File: src/rtl/poly_nco.sv
// Polyphonic NCO: VOICES phase accumulators evaluated one per cycle after each
// prescaler tick and summed into a registered mix sample with a TRIG strobe.
module poly_nco #(
   parameter int VOICES   = 4,
   parameter int PHASE_W  = 16,
   parameter int SAMPLE_W = 8,
   parameter int PRESCALE = 3125,
   localparam int VS_W    = (VOICES > 1) ? $clog2(VOICES) : 1,
   localparam int OUT_W   = SAMPLE_W + $clog2(VOICES)
) (
   input  logic                CLK,
   input  logic                RST_N,
   input  logic                CE,
   input  logic                NOTE_ON,
   input  logic                NOTE_OFF,
   input  logic [VS_W-1:0]     VOICE_SEL,
   input  logic [PHASE_W-1:0]  STEP,
   input  logic [6:0]          VEL,
   input  logic [1:0]          WAVE,
   output logic [OUT_W-1:0]    SAMPLE_OUT,
   output logic                TRIG
);

   localparam int PS_W = $clog2(PRESCALE);

   typedef enum logic [1:0] {
      IDLE,
      ACC,
      DONE
   } state_t;

   state_t state_q, state_d;
   logic [PS_W-1:0]  cnt_q, cnt_d;
   logic [VS_W-1:0]  idx_q, idx_d;
   logic [OUT_W-1:0] acc_q, acc_d;
   logic [OUT_W-1:0] sample_q, sample_d;

   logic [VOICES-1:0]              active_q, active_d;
   logic [VOICES-1:0][PHASE_W-1:0] phase_q, phase_d;
   logic [VOICES-1:0][PHASE_W-1:0] step_q, step_d;
   logic [VOICES-1:0][6:0]         vel_q, vel_d;
   logic [VOICES-1:0][1:0]         wave_q, wave_d;

   logic                  tick;
   logic [SAMPLE_W-1:0]   wave_s;
   logic [SAMPLE_W+6:0]   prod;
   logic [OUT_W-1:0]      contrib;

   function automatic logic [SAMPLE_W-1:0] wave_sample(input logic [1:0] w,
                                                       input logic [PHASE_W-1:0] p);
      logic [SAMPLE_W-1:0] s;
      unique case (w)
         2'b00:   s = p[PHASE_W-1 -: SAMPLE_W];
         2'b01:   s = {SAMPLE_W{p[PHASE_W-1]}};
         2'b10:   s = p[PHASE_W-1] ? ~p[PHASE_W-2 -: SAMPLE_W] : p[PHASE_W-2 -: SAMPLE_W];
         default: s = {SAMPLE_W{&p[PHASE_W-1 -: 2]}};
      endcase
      return s;
   endfunction

   assign tick = CE && (cnt_q == PS_W'(PRESCALE - 1));

   // Scaled contribution of the voice selected by idx; inactive voices add nothing.
   always_comb begin
      wave_s  = '0;
      prod    = '0;
      contrib = '0;
      for (int v = 0; v < VOICES; v++) begin
         if (idx_q == VS_W'(v) && active_q[v]) begin
            wave_s  = wave_sample(wave_q[v], phase_q[v]);
            prod    = {7'd0, wave_s} * {{SAMPLE_W{1'b0}}, vel_q[v]};
            contrib = OUT_W'(prod >> 7);
         end
      end
   end

   always_comb begin
      cnt_d    = cnt_q;
      state_d  = state_q;
      idx_d    = idx_q;
      acc_d    = acc_q;
      sample_d = sample_q;
      active_d = active_q;
      phase_d  = phase_q;
      step_d   = step_q;
      vel_d    = vel_q;
      wave_d   = wave_q;

      if (CE) begin
         cnt_d = tick ? '0 : cnt_q + 1'b1;
      end

      unique case (state_q)
         IDLE: begin
            if (tick) begin
               state_d = ACC;
               idx_d   = '0;
               acc_d   = '0;
            end
         end
         ACC: begin
            if (CE) begin
               acc_d = acc_q + contrib;
               if (idx_q == VS_W'(VOICES - 1)) begin
                  state_d  = DONE;
                  sample_d = acc_q + contrib;
               end else begin
                  idx_d = idx_q + 1'b1;
               end
               for (int v = 0; v < VOICES; v++) begin
                  if (idx_q == VS_W'(v) && active_q[v]) begin
                     phase_d[v] = phase_q[v] + step_q[v];
                  end
               end
            end
         end
         DONE: begin
            if (CE) begin
               state_d = IDLE;
            end
         end
         default: state_d = IDLE;
      endcase

      // Host writes come last so a NOTE_ON's phase clear beats a same-cycle increment.
      for (int v = 0; v < VOICES; v++) begin
         if (VOICE_SEL == VS_W'(v)) begin
            if (NOTE_ON) begin
               active_d[v] = 1'b1;
               phase_d[v]  = '0;
               step_d[v]   = STEP;
               vel_d[v]    = VEL;
               wave_d[v]   = WAVE;
            end else if (NOTE_OFF) begin
               active_d[v] = 1'b0;
            end
         end
      end
   end

   always_ff @(posedge CLK or negedge RST_N) begin
      if (!RST_N) begin
         state_q  <= IDLE;
         cnt_q    <= '0;
         idx_q    <= '0;
         acc_q    <= '0;
         sample_q <= '0;
         active_q <= '0;
         phase_q  <= '0;
         step_q   <= '0;
         vel_q    <= '0;
         wave_q   <= '0;
      end else begin
         state_q  <= state_d;
         cnt_q    <= cnt_d;
         idx_q    <= idx_d;
         acc_q    <= acc_d;
         sample_q <= sample_d;
         active_q <= active_d;
         phase_q  <= phase_d;
         step_q   <= step_d;
         vel_q    <= vel_d;
         wave_q   <= wave_d;
      end
   end

   // TRIG is tied to the DONE state so a frozen DONE cycle never strobes twice.
   assign SAMPLE_OUT = sample_q;
   assign TRIG       = CE && (state_q == DONE);

endmodule

File: config.mk
export PLATFORM = sky130hd
export DESIGN_NAME = poly_nco
export DESIGN_NICKNAME = d
export VERILOG_FILES = /design/src/rtl/poly_nco.sv
export SDC_FILE = /design/constraint.sdc
export NUM_CORES = 1
export LEC_CHECK = 0
export CORE_MARGIN = 2
export CORE_UTILIZATION = 42
export CTS_CLUSTER_DIAMETER = 60
export DETAILED_ROUTE_END_ITERATION = 10
export GPL_TIMING_DRIVEN = 0
export PLACE_DENSITY = 0.65
export SLEW_MARGIN = 30
export SYNTH_ARGS = -nofsm -noshare
export SYNTH_HDL_FRONTEND = slang
export SYNTH_SLANG_ARGS = --single-unit
File: constraint.sdc
create_clock -name CLK -period 11.45 [get_ports CLK]
set_clock_uncertainty 0.05 [all_clocks]
set_input_delay 2.29 -clock CLK [delete_from_list [all_inputs] [get_ports CLK]]
set_output_delay 2.29 -clock CLK [all_outputs]
set_load 0.02 [all_outputs]
# After elaboration in Yosys (flattened, before gate mapping)
# Index checks and enable logic that the tools add are counted.
[totals]
regBits = 204
inputBits = 32
out_inout_bits = 11
elab_cells = 138
[op_classes]
n_addsub = 7
n_mul = 4
n_eq_ne = 22
muxes = 45
n_bitwise = 4
n_reduce_logical = 31
[op_table]
columns = ["operator", "n"]
rows = [
  ["16-bit 2-to-1 mux", 12],
  ["64-bit 2-to-1 mux", 2],
  ["8-bit case mux with 3 select lines", 4],
  ["8-bit 2-to-1 mux", 10],
  ["16-bit adder", 4],
  ["8-bit by 7-bit multiplier with 15-bit output", 4],
  ["10-bit 2-to-1 mux", 4],
  ["8-bit NOT", 4],
  ["2-bit AND reduction", 12],
  ["10-bit case mux with 2 select lines", 1],
  ["2-bit == test, second input constant", 9],
  ["2-bit by 1-bit == test with 1-bit output, second input constant", 7],
  ["2-bit logical NOT", 7],
  ["2-bit 2-to-1 mux", 7],
  ["12-bit by 1-bit adder with 12-bit output, second input constant", 1],
  ["12-bit == test, second input constant", 1],
  ["12-bit 2-to-1 mux", 1],
  ["10-bit adder", 1],
  ["2-bit != test, second input constant", 5],
  ["4-bit AND reduction", 2],
  ["1-bit logical AND", 6],
  ["2-bit case mux with 3 select lines", 1],
  ["3-bit AND reduction", 2],
  ["2-bit case mux with 2 select lines", 1],
  ["other kinds (3)", 5],
]

# Logic depth before layout (Yosys ltp)
# Gate-level depths: netlist of run 1.
[depth]
depth_word = 12
mapped_depth = 34
mapped_depth_nobuf = 34

# Worst setup path after synthesis of run 1
# No wires, ideal clock.
[synth_timing]
kind = "register -> register"
from = "register phase_q[31] (netlist name)"
to = "register sample_q[9], in the netlist SAMPLE_OUT[9]"
setup_ns = 0.134
arrival_time_ns = 7.190
t_required_ns = 11.266
setup_slack_ns = 4.075
path_stages_with_launch = 33
n_path_buf = 1
period_less_slack_ns = 7.375
path_cell_list = "dfrtp_1 -> clkbuf_1 -> nor2_1 -> nand2_1 -> a21oi_1 -> a221o_1 -> and2_1 -> fa_1 -> inv_1 -> fa_1 -> fa_1 -> fa_1 -> inv_1 -> ha_1 -> inv_1 -> or3_1 -> a2111oi_1 -> a221oi_2 -> xnor2_1 -> o22ai_1 -> a222oi_1 -> inv_1 -> ha_1 -> a21o_1 -> a21oi_1 -> o21bai_1 -> a21oi_1 -> o21bai_1 -> a21oi_1 -> nor2b_1 -> o21ai_0 -> xor2_1 -> o21ai_0"
[synth_between]
elab_chain_cells = 8
word_cells_on_any_way = 9
cone_classes = "add/sub (1); mul (1); mux (6); reduce/logical (1)"
[synth_rtl]
columns = ["element", "line_no", "source"]
rows = [
  ["start, declared", "39", "logic [VOICES-1:0][PHASE_W-1:0] phase_q, phase_d;"],
  ["start signal, assigned", "160", "phase_q <= phase_d;"],
  ["2-bit AND reduction / 8-bit 2-to-1 mux (equally long branches)", "56, 55", ""],
  ["8-bit case mux with 3 select lines (*)", "52", "unique case (w)"],
  ["8-bit 2-to-1 mux (*)", "69", "if (idx_q == VS_W'(v) && active_q[v]) begin"],
  ["8-bit by 7-bit multiplier with 15-bit output (*)", "71", "prod = {7'd0, wave_s} * {{SAMPLE_W{1'b0}}, vel_q[v]};"],
  ["8-bit 2-to-1 mux (*)", "69", ""],
  ["10-bit 2-to-1 mux (*) (2 in series)", "69", ""],
  ["10-bit adder (*)", "106", "sample_d = acc_q + contrib;"],
  ["end signal, assigned", "158", "sample_q <= sample_d;"],
  ["end, declared", "36", "logic [OUT_W-1:0] sample_q, sample_d;"],
]
# Every way passes the cells marked *; elsewhere a longest branch is shown, timed or not. The select of a mux whose other input is x is not followed.
# A chain may end at the register's enable or synchronous reset.

# Worst setup path after layout of run 1
# Ends and elaborated chain as after synthesis.

==> flow_metrics.py, run 1 <==
metrics = {
    "synthesis": {
        "synth_seq_area_share_pct": 27.7,
        "ys_types": 75,
        "ys_ff_latch": 204,
        "syn_inst": 2097,
        "synthArstFlopShare_pct": 100,
        "synth_edf_count": 0,
        "ys_warn_count": 0,
        "synthesis.nets": 2448,
        "synthFlopType": "dfrtp_1",
        "syn_area_um2": 18400,
        "syn_area_per_cell_um2": 8.78,
    },
    "route": {
        "wl_per_cell_um": 16.1,
        "first_pass_iters": 5,
        "ant_nets": 0,
        "drtIter0Drc": 778,
        "drcViolationCount": 0,
        "viasPerCell": 5.25,
        "drt-total-wl_um": 44500,
        "vias": 14600,
    },
    "floorplan": {
        "initial_core_util_pct": 42.7,
        "die_w_um": 213,
        "rows": 76,
        "fp.coreArea_um2": 43200,
        "die_h_um": 213,
        "die_area_um2": 45500,
        "io_pins": 43,
    },
    "cts": {
        "postCtsSetupBuffers": 0,
        "cts_made_buffers": 26,
        "cts_root_buf": "clkbuf_16",
        "clk_latency_ps": 570,
        "cts_tree": "yes",
        "post_cts_resized": 0,
        "hold_buffers": 0,
        "clkSinkCount": 204,
        "htree_levels": 1,
        "clk_pin_slew_worst_paths_ps": 60,
        "cts.path.max_buffers": 3,
    },
    "global_route": {
        "grt_usage_pct": 20.2,
        "grt_max_degree": 88,
        "grt_pass1_vias": 14700,
        "grt_overflow": 0,
        "antenna_found_initial": 0,
        "grt_pass1_wl_um": 73900,
    },
    "placed_design": {
        "gp_congestion": 0.847,
        "portBuffers": 41,
        "hpwl_um": 35200,
    },
    "critical_path": {
        "critical_path_arrival_ps": 8990,
        "required_ps": 11820,
        "max_stage_delay_ps": 580,
        "r2r-start": "phase_q[31]$_DFF_PN0_",
        "cp-startpoint": "phase_q[31]$_DFF_PN0_",
        "regToRegSetupSlack_ps": 2840,
        "endpoint_kind": "register",
        "worstPathMaxFanout": 10,
        "critPathSlowestCell": "a222oi_1",
        "crit_path_start_kind": "register",
        "criticalPathCategory": "register to register",
    },
    "power_and_ir_drop": {
        "internal_power_mw": 1.56,
        "switching_share_pct": 35.0,
        "p_seq_share_pct": 36.1,
        "finalPower_mw": 2.40,
        "p_switching_mw": 0.840,
        "ir_worst_vdd_v": 0.000107,
        "p_comb_share_pct": 30.4,
        "p_leak_nw": 10.3,
        "clkPwrFrac_pct": 33.5,
        "p_per_area_nw_per_um2": 117,
    },
    "layout": {
        "drive_gt1_share_pct": 4.62,
        "nets": 2519,
        "antenna_cells": 0,
        "area.growth.synth_to_final_pct": 11.2,
    },
    "timing": {
        "relSlewSlack_pct": 35.7,
        "rsz0062_at_grt": "false",
        "finalHoldViolCount": 0,
        "slew_viol_final": 0,
        "setup_tns_ps": 0,
        "finalCriticalPeriod_ps": 8610,
        "setup_viol": 0,
        "tightest_slew_ps": 954,
        "holdWs_ps": 425,
        "fmax_ghz": 0.116,
        "fin_crit_sh_pct": 75.2,
    },
    "hold_path": {
        "hold_start": "SAMPLE_OUT[3]$_DFFE_PN0P_",
        "hp-class": "register to register",
    },
    "run_status": {
        "outcome": "completed",
    },
    "run": {
        "drv_cap": 0,
    },
}
-- final timing paths --
path / cells after the start / endpoint
worst max-delay path: 32 / SAMPLE_OUT[9]$_DFFE_PN0P_
worst min-delay path: 2 / SAMPLE_OUT[3]$_DFFE_PN0P_
worst max register to register: 32 / SAMPLE_OUT[9]$_DFFE_PN0P_
worst min register to register: 2 / SAMPLE_OUT[3]$_DFFE_PN0P_
max in group asynchronous: 3 / phase_q[33]$_DFF_PN0_
min in group asynchronous: 1 / cnt_q[7]$_DFFE_PN0P_
-- cell families (layout without fill, tap and decap cells) --
kind of cell | after synthesis | in the layout | synth area share, %
AO/OA/AOI/OAI | 393 | 393 | 13.7
adder cells (fa/ha/maj) | 319 | 319 | 26.4
XOR/XNOR | 105 | 105 | 4.99
buffers and inverters | 234 | 323 | 4.91
flip-flops | 204 | 204 | 27.7
multiplexers | 36 | 36 | 2.27
AND/OR/NAND/NOR | 806 | 806 | 19.9
-- worst max-delay path, delay by kind of cell, from the launching register on --
kind	cells	cell delay [ps]
compound gates	14	3270
simple gates	5	970
flops	1	400
buf+inv	5	680
xor+xnor	2	470
fa+ha+maj	6	2650
-- synth_stat cells, types with 4 or more instances --
cell      number  area [µm²]
a211oi_1      11        82.6
a21boi_0       7        52.6
a21o_1        32         240
a21oi_1      124         621
a221o_1       10         100
a31oi_1       13        81.3
and2_1       137         857
and3_1         8        50.1
buf_1          7        26.3
clkbuf_1      52         195
dfrtp_1      204        5100
fa_1         117        2340
ha_1         202        2530
inv_1        168         631
mux2_2        26         293
mux2i_1        8        80.1
nand2_1      466        1750
nand2b_1      15        93.8
nand3_1       29         145
nand4_1        9        56.3
nor2_1        76         285
nor2b_1       17         106
nor3_1        13        65.1
nor3b_1        4        30.0
nor4_1         4        25.0
o211ai_1      12        90.1
o21a_1        10        75.1
o21ai_0       94         470
o21ai_1        4        20.0
o21bai_1      26         195
o22ai_1        6        37.5
o31ai_1        6        45.0
or3_1          8        50.1
xnor2_1       65         569
xor2_1        40         350
-- sequential cells by signal, indices dropped and copies added (netlist names) --
| register | cells |
|---|---|
| phase_q | 64 |
| step_q | 64 |
| vel_q | 28 |
| cnt_q | 12 |
| SAMPLE_OUT | 10 |
| acc_q | 10 |
| wave_q | 8 |
| active_q | 4 |
| idx_q | 2 |
| state_q | 2 |
-- cell type report --
cell class / count / area, µm²
buffer: 65 / 269
clock buffer: 39 / 769
clock inverter: 7 / 77.6
fill: 4198 / 22700
inverter: 169 / 634
multi-input combinational: 1659 / 12400
sequential: 204 / 5100
tap: 585 / 732
timing repair buffer: 43 / 470
-- metrics by stage --
| stage | instances | setup slack (ps) | util (%) | cell area [µm²] |
|---|---|---|---|---|
| 2_1_floorplan | 2097 | 4080 | - | 18400 |
| 5_1_grt | 2771 | 2290 | 47.4 | 20500 |
| 3_3_place_gp | 2723 | -766 | 45.3 | 19600 |
| 3_5_place_dp | 2725 | 2910 | 45.5 | 19600 |
| 6_report | 2771 | 2840 | 47.4 | 20500 |
| 4_1_cts | 2771 | 2830 | 47.4 | 20500 |
-- cell usage in the layout (no fill, tap or decap), types with 10 or more instances in the layout --
| master | instances |
|---|---|
| o21ai_0 | 94 |
| clkbuf_16 | 26 |
| mux2_2 | 26 |
| a221o_1 | 10 |
| nand2_1 | 466 |
| ha_1 | 202 |
| nand2b_1 | 15 |
| xor2_1 | 40 |
| xnor2_1 | 65 |
| dfrtp_1 | 204 |
| nor2_1 | 76 |
| o21a_1 | 10 |
| fa_1 | 117 |
| o21bai_1 | 26 |
| a21o_1 | 32 |
| a31oi_1 | 13 |
| nand3_1 | 29 |
| a21oi_1 | 124 |
| nor3_1 | 13 |
| a211oi_1 | 11 |
| clkdlybuf4s50_1 | 40 |
| o211ai_1 | 12 |
| and2_1 | 137 |
| clkbuf_1 | 58 |
| inv_1 | 168 |
| nor2b_1 | 17 |
-- per-layer routing --
metal | global-route usage [%] | wire (µm) | share of wire (%)
met2 | 34.5 | 20900 | 47
met1 | 27.5 | 21200 | 48
met3 | 2.17 | 1410 | 3.2
met5 | 0 | 0 | 0
met4 | 4.72 | 978 | 2.2
-- power groups by stage --
stage / sequential (mW) / combinational [mW] / clock (mW)
after global routing: 0.878 / 0.838 / 0.856
after global placement: 0.877 / 0.698 / 0
final: 0.866 / 0.731 / 0.806
after floorplan: 0.851 / 0.543 / 0
after detailed placement: 0.878 / 0.727 / 0
after CTS: 0.866 / 0.734 / 0.822
Note: power is estimated with default switching activity, not from simulation.
==> run 2: changes to the inputs <==
Clock period 11.45 ns to 8.2 ns, I/O delays scaled along.
==> run 2 against run 1 <==
Against the previous run:
- critical path type unchanged
- sequential share of layout area decreased by 0.15 points
- worst setup slack got worse by 2400 ps
- fmax increased by 10%
- clock-buffer cell count unchanged
- non-clock buffer count increased by 5
- first-iteration DRC count increased by 1.9%
==> flow_metrics.py, run 2 (synthesized netlist as in run 1, its figures left out) <==
metrics = {
    "timing": {
        "finalCriticalPeriod_ps": 7790,
        "relSlewSlack_pct": 35.1,
        "fin_crit_sh_pct": 95.0,
        "setup_viol": 0,
        "setup_slack_ps": 406,
        "setup_tns_ps": 0,
        "fmax_ghz": 0.128,
        "slew_viol_final": 0,
        "finalHoldViolCount": 0,
        "tightest_slew_ps": 964,
    },
    "global_route": {
        "grt_usage_pct": 20.2,
        "grt_max_degree": 88,
        "grt_pass1_wl_um": 73900,
        "antenna_found_initial": 0,
        "grt_overflow": 0,
        "grt_pass1_vias": 14700,
    },
    "layout": {
        "ff_latch_area_um2": 5100,
        "layout_commonest_cell": "nand2_1",
        "nets": 2524,
        "antenna_cells": 0,
        "area.growth.synth_to_final_pct": 11.8,
        "drive_gt1_share_pct": 5.61,
        "n_fill_cell": 4182,
        "layout_common_cells": "nand2_1 (465), dfrtp_1 (204), ha_1 (202), inv_1 (168), and2_1 (137)",
        "final_area_um2": 20600,
        "multi_input_area_um2": 12500,
        "top_regs": "phase_q: 64 flops, step_q: 64 flops, vel_q: 28 flops",
        "instances_no_fill": 2776,
    },
    "floorplan": {
        "fp.coreArea_um2": 43200,
        "die_h_um": 213,
        "initial_core_util_pct": 42.7,
        "die_w_um": 213,
        "rows": 76,
        "die_area_um2": 45500,
        "io_pins": 43,
    },
    "cts": {
        "clkSinkCount": 204,
        "cts_tree": "yes",
        "cts_made_buffers": 26,
        "clk_pin_slew_worst_paths_ps": 60,
        "cts.path.max_buffers": 3,
        "cts_root_buf": "clkbuf_16",
        "htree_levels": 1,
        "clk_latency_ps": 570,
    },
    "critical_path": {
        "r2r-end": "SAMPLE_OUT[9]$_DFFE_PN0P_",
        "worstPathMaxFanout": 10,
        "endpoint_kind": "register",
        "ff2ff_path_depth": 32,
        "regToRegSetupSlack_ps": 410,
        "required_ps": 8570,
        "critical_path_arrival_ps": 8170,
        "max_stage_delay_ps": 570,
        "critPathSlowestCell": "fa_1",
        "r2r-start": "wave_q[3]$_DFFE_PN0P_",
        "crit_path_start_kind": "register",
        "criticalPathCategory": "register to register",
    },
    "route": {
        "ant_nets": 0,
        "drtIter0Drc": 793,
        "wl_per_cell_um": 16.1,
        "first_pass_iters": 5,
        "vias": 14600,
        "viasPerCell": 5.26,
        "drt-total-wl_um": 44700,
        "drcViolationCount": 0,
    },
    "power_and_ir_drop": {
        "p_per_area_nw_per_um2": 163,
        "p_leak_nw": 10.3,
        "ir_worst_vdd_v": 0.000150,
    },
    "hold_path": {
        "worstHoldPathCells": 2,
        "hp-class": "register to register",
        "hold_start": "SAMPLE_OUT[3]$_DFFE_PN0P_",
        "min_to": "SAMPLE_OUT[3]$_DFFE_PN0P_",
    },
    "placed_design": {
        "placed_cell_area_um2": 19600,
        "portBuffers": 41,
        "pre_cts_slack_ps": -336,
        "gp_congestion": 0.847,
        "dp.cells": 2725,
        "hpwl_um": 35200,
    },
    "run": {
        "drv_cap": 0,
    },
    "run_status": {
        "outcome": "completed",
    },
}
==> run 2: changes by cell type in the layout (fill, tap and decap cells not counted), sizes merged <==
cell  change
buf       +5
==> run 2: stage by stage <==
| step | hold slack, ps | total power [mW] | utilization (%) |
|---|---|---|---|
| 2_1_floorplan | 400 | 1.95 | - |
| 3_3_place_gp | 411 | 2.20 | 45.3 |
| 3_5_place_dp | 419 | 2.24 | 45.5 |
| 4_1_cts | 433 | 3.38 | 47.5 |
| 5_1_grt | 456 | 3.60 | 47.7 |
| 6_report | 425 | 3.37 | 47.7 |
==> run 2: per-layer routing <==
layer / GRT usage, % / vias up / wire length (µm)
li1: - / 7178 / -
met1: 27.5 / 7130 / 21200
met2: 34.6 / 243 / 21000
met3: 2.17 / 62 / 1510
met4: 4.72 / 0 / 966
met5: 0 / - / 0
==> run 2: final cells by class <==
class / count / share of cell area [%]
clock inverter: 7 / 0.377
sequential: 204 / 24.8
buffer: 65 / 1.33
inverter: 169 / 3.08
tap: 585 / 3.55
timing repair buffer: 48 / 2.47
clock buffer: 39 / 3.74
multi-input combinational: 1659 / 60.7
==> run 2: how the worst max path moves through the flow <==
| stage | slack [ps] | from | cells past startpoint | endpoint |
|---|---|---|---|---|
| 3_5_place_dp | -340 | phase_q[31]$_DFF_PN0_ | 32 | SAMPLE_OUT[9]$_DFFE_PN0P_ |
| 4_1_cts | 50 | phase_q[31]$_DFF_PN0_ | 33 | SAMPLE_OUT[9]$_DFFE_PN0P_ |
| 2_1_floorplan | 830 | phase_q[31]$_DFF_PN0_ | 32 | SAMPLE_OUT[9]$_DFFE_PN0P_ |
| 3_3_place_gp | -3370 | RST_N | 1 | step_q[20]$_DFFE_PN0P_ |
| 5_1_grt | -3 | phase_q[30]$_DFF_PN0_ | 32 | SAMPLE_OUT[9]$_DFFE_PN0P_ |
| 6_report | 410 | wave_q[3]$_DFFE_PN0P_ | 32 | SAMPLE_OUT[9]$_DFFE_PN0P_ |
==> run 2: worst max-delay path, delay by kind of cell (launching register included) <==
family	cells	cell delay [ps]
xor gates and xnor gates	2	390
and+or+nand+nor	4	870
AOI/OAI and AO/OA	14	2740
adders and majority gates	6	2670
DFF	1	340
buffers and inverters	6	590
==> run 2: repair_timing <==
item                                    CTS  global route
endpoints found under the hold margin     0             0
resized for setup                         2            21
pin swaps                                 1             3
hold buffers                              0             0
endpoints found under the setup margin    4             6
buffers inserted                          2             3
==> run 2: report_power, final <==
| group | internal, mW | switching (mW) |
|---|---|---|
| combinational | 0.427 | 0.604 |
| clock | 0.654 | 0.470 |
| sequential | 1.11 | 0.105 |
==> RTL change, RTL diff (config.mk and constraints of run 1) <==
The parameter `SAMPLE_W` goes from 8 to 7.
--- a/src/rtl/poly_nco.sv
+++ b/src/rtl/poly_nco.sv
@@ -3,7 +3,7 @@
 module poly_nco #(
    parameter int VOICES   = 4,
    parameter int PHASE_W  = 16,
-   parameter int SAMPLE_W = 8,
+   parameter int SAMPLE_W = 7,
    parameter int PRESCALE = 3125,
    localparam int VS_W    = (VOICES > 1) ? $clog2(VOICES) : 1,
    localparam int OUT_W   = SAMPLE_W + $clog2(VOICES)
Ports: changed (resized SAMPLE_OUT); port bits go from 43 to 42. The function was not compared with the original's and may differ.
==> RTL change against run 1 <==
Wire length down 3.6%. Hold slack better by 0.0050 ns. Count of clock-buffer cells in the layout down 2. Sequential power about the same. Final cell count down 5.6%. Critical path depth down 3. Final area down 5.8%. Power down 1.5%. Highest routed layer is now met5. Area after synthesis down 6.2%. Critical endpoint is now acc_q[8]. Setup slack better by 0.64 ns. Die area down 6.1%. Sequential share of layout area up 1.3 points. Largest power group unchanged. Sequential cell count down 2.
==> RTL change: results <==
{
  "grt_util_met2": 0.347,
  "dpl-instance-area_mm2": 0.0184,
  "status": "finished clean",
  "r2r_cells": 29,
  "layout.cells.non_filler": 2616,
  "grt_pass1_wl_mm": 71.0,
  "n_fill_cell": 3965,
  "slowest_stage": "o21ai_0",
  "drtIter0Drc": 654,
  "syn_area_per_cell_um2": 8.66,
  "grt_pass1_vias": 13878,
  "leakagePower_nw": 9.99,
  "ys_types": 66,
  "seq_area_frac_synth": 0.293,
  "crit_start": "wave_q[2]",
  "synth_nets": 2320,
  "grt_use_met3": 0.0275,
  "routed_wl_mm": 42.9,
  "dr_wl_met2_mm": 20.2,
  "crit_path_end": "acc_q[8]",
  "wl_met3_mm": 1.95,
  "synth_common_cells": "523 x nand2_1, 202 x dfrtp_1, 197 x ha_1, 144 x inv_1, 111 x and2_1",
  "holdCritStartpoint": "step_q[19]",
  "viasPerCell": 5.29,
  "antenna_found_initial": 3,
  "place_congestion": 0.900,
  "grt_max_degree": 69,
  "fin_nets": 2390,
  "portBuffers": 39,
  "netlist_top_cells_area": "dfrtp_1 29%, ha_1 14%, nand2_1 11%",
  "holdPathEnd": "step_q[19]"
}
RTL change: changes by cell type after synthesis, moves of 20 or more:
cell / change
mux2_2: -20
nand2_1: +57
fa_1: -20
and2_1: -26
inv_1: -24
a21oi_1: -22
RTL change: cell families (layout without fill, tap and decap cells):
| kind of cell | after synthesis | in the layout | synth area share |
|---|---|---|---|
| compound gates | 345 | 345 | 0.128 |
| xor+xnor | 105 | 105 | 0.0532 |
| fa+ha+maj | 294 | 294 | 0.255 |
| buf+inv | 200 | 289 | 0.0439 |
| flops | 202 | 202 | 0.293 |
| mux | 18 | 18 | 0.0138 |
| other cells | 0 | 1 | 0 |
| simple gates | 830 | 830 | 0.214 |
RTL change: cell type report:
| cell class | instances | area (um^2) | area share |
|---|---|---|---|
| antenna | 1 | 2.50 | 0.000130 |
| buffer | 56 | 218 | 0.0113 |
| clock buffer | 37 | 752 | 0.0390 |
| clock inverter | 10 | 114 | 0.00590 |
| inverter | 144 | 541 | 0.0280 |
| multi-input combinational | 1592 | 11500 | 0.594 |
| sequential | 202 | 5050 | 0.262 |
| tap | 532 | 666 | 0.0345 |
| timing repair buffer | 42 | 478 | 0.0248 |
RTL change: metrics by stage:
step / hold slack (ns) / power, mW / TNS (ns) / worst slack, ns
3_3_place_gp: 0.413 / 1.53 / -134.25 / -0.691
6_report: 0.430 / 2.37 / 0 / 3.48
5_1_grt: 0.443 / 2.53 / 0 / 2.92
2_1_floorplan: 0.381 / 1.35 / 0 / 4.69
4_1_cts: 0.434 / 2.39 / 0 / 3.55
3_5_place_dp: 0.417 / 1.56 / 0 / 3.58
RTL change: report_power, final:
group	switching (mW)	leakage (nW)	internal [mW]	total, mW
Clock	0.333	0.430	0.484	0.817
Combinational	0.403	6.91	0.281	0.684
Sequential	0.0810	2.65	0.783	0.864
Total	0.817	9.99	1.55	2.37
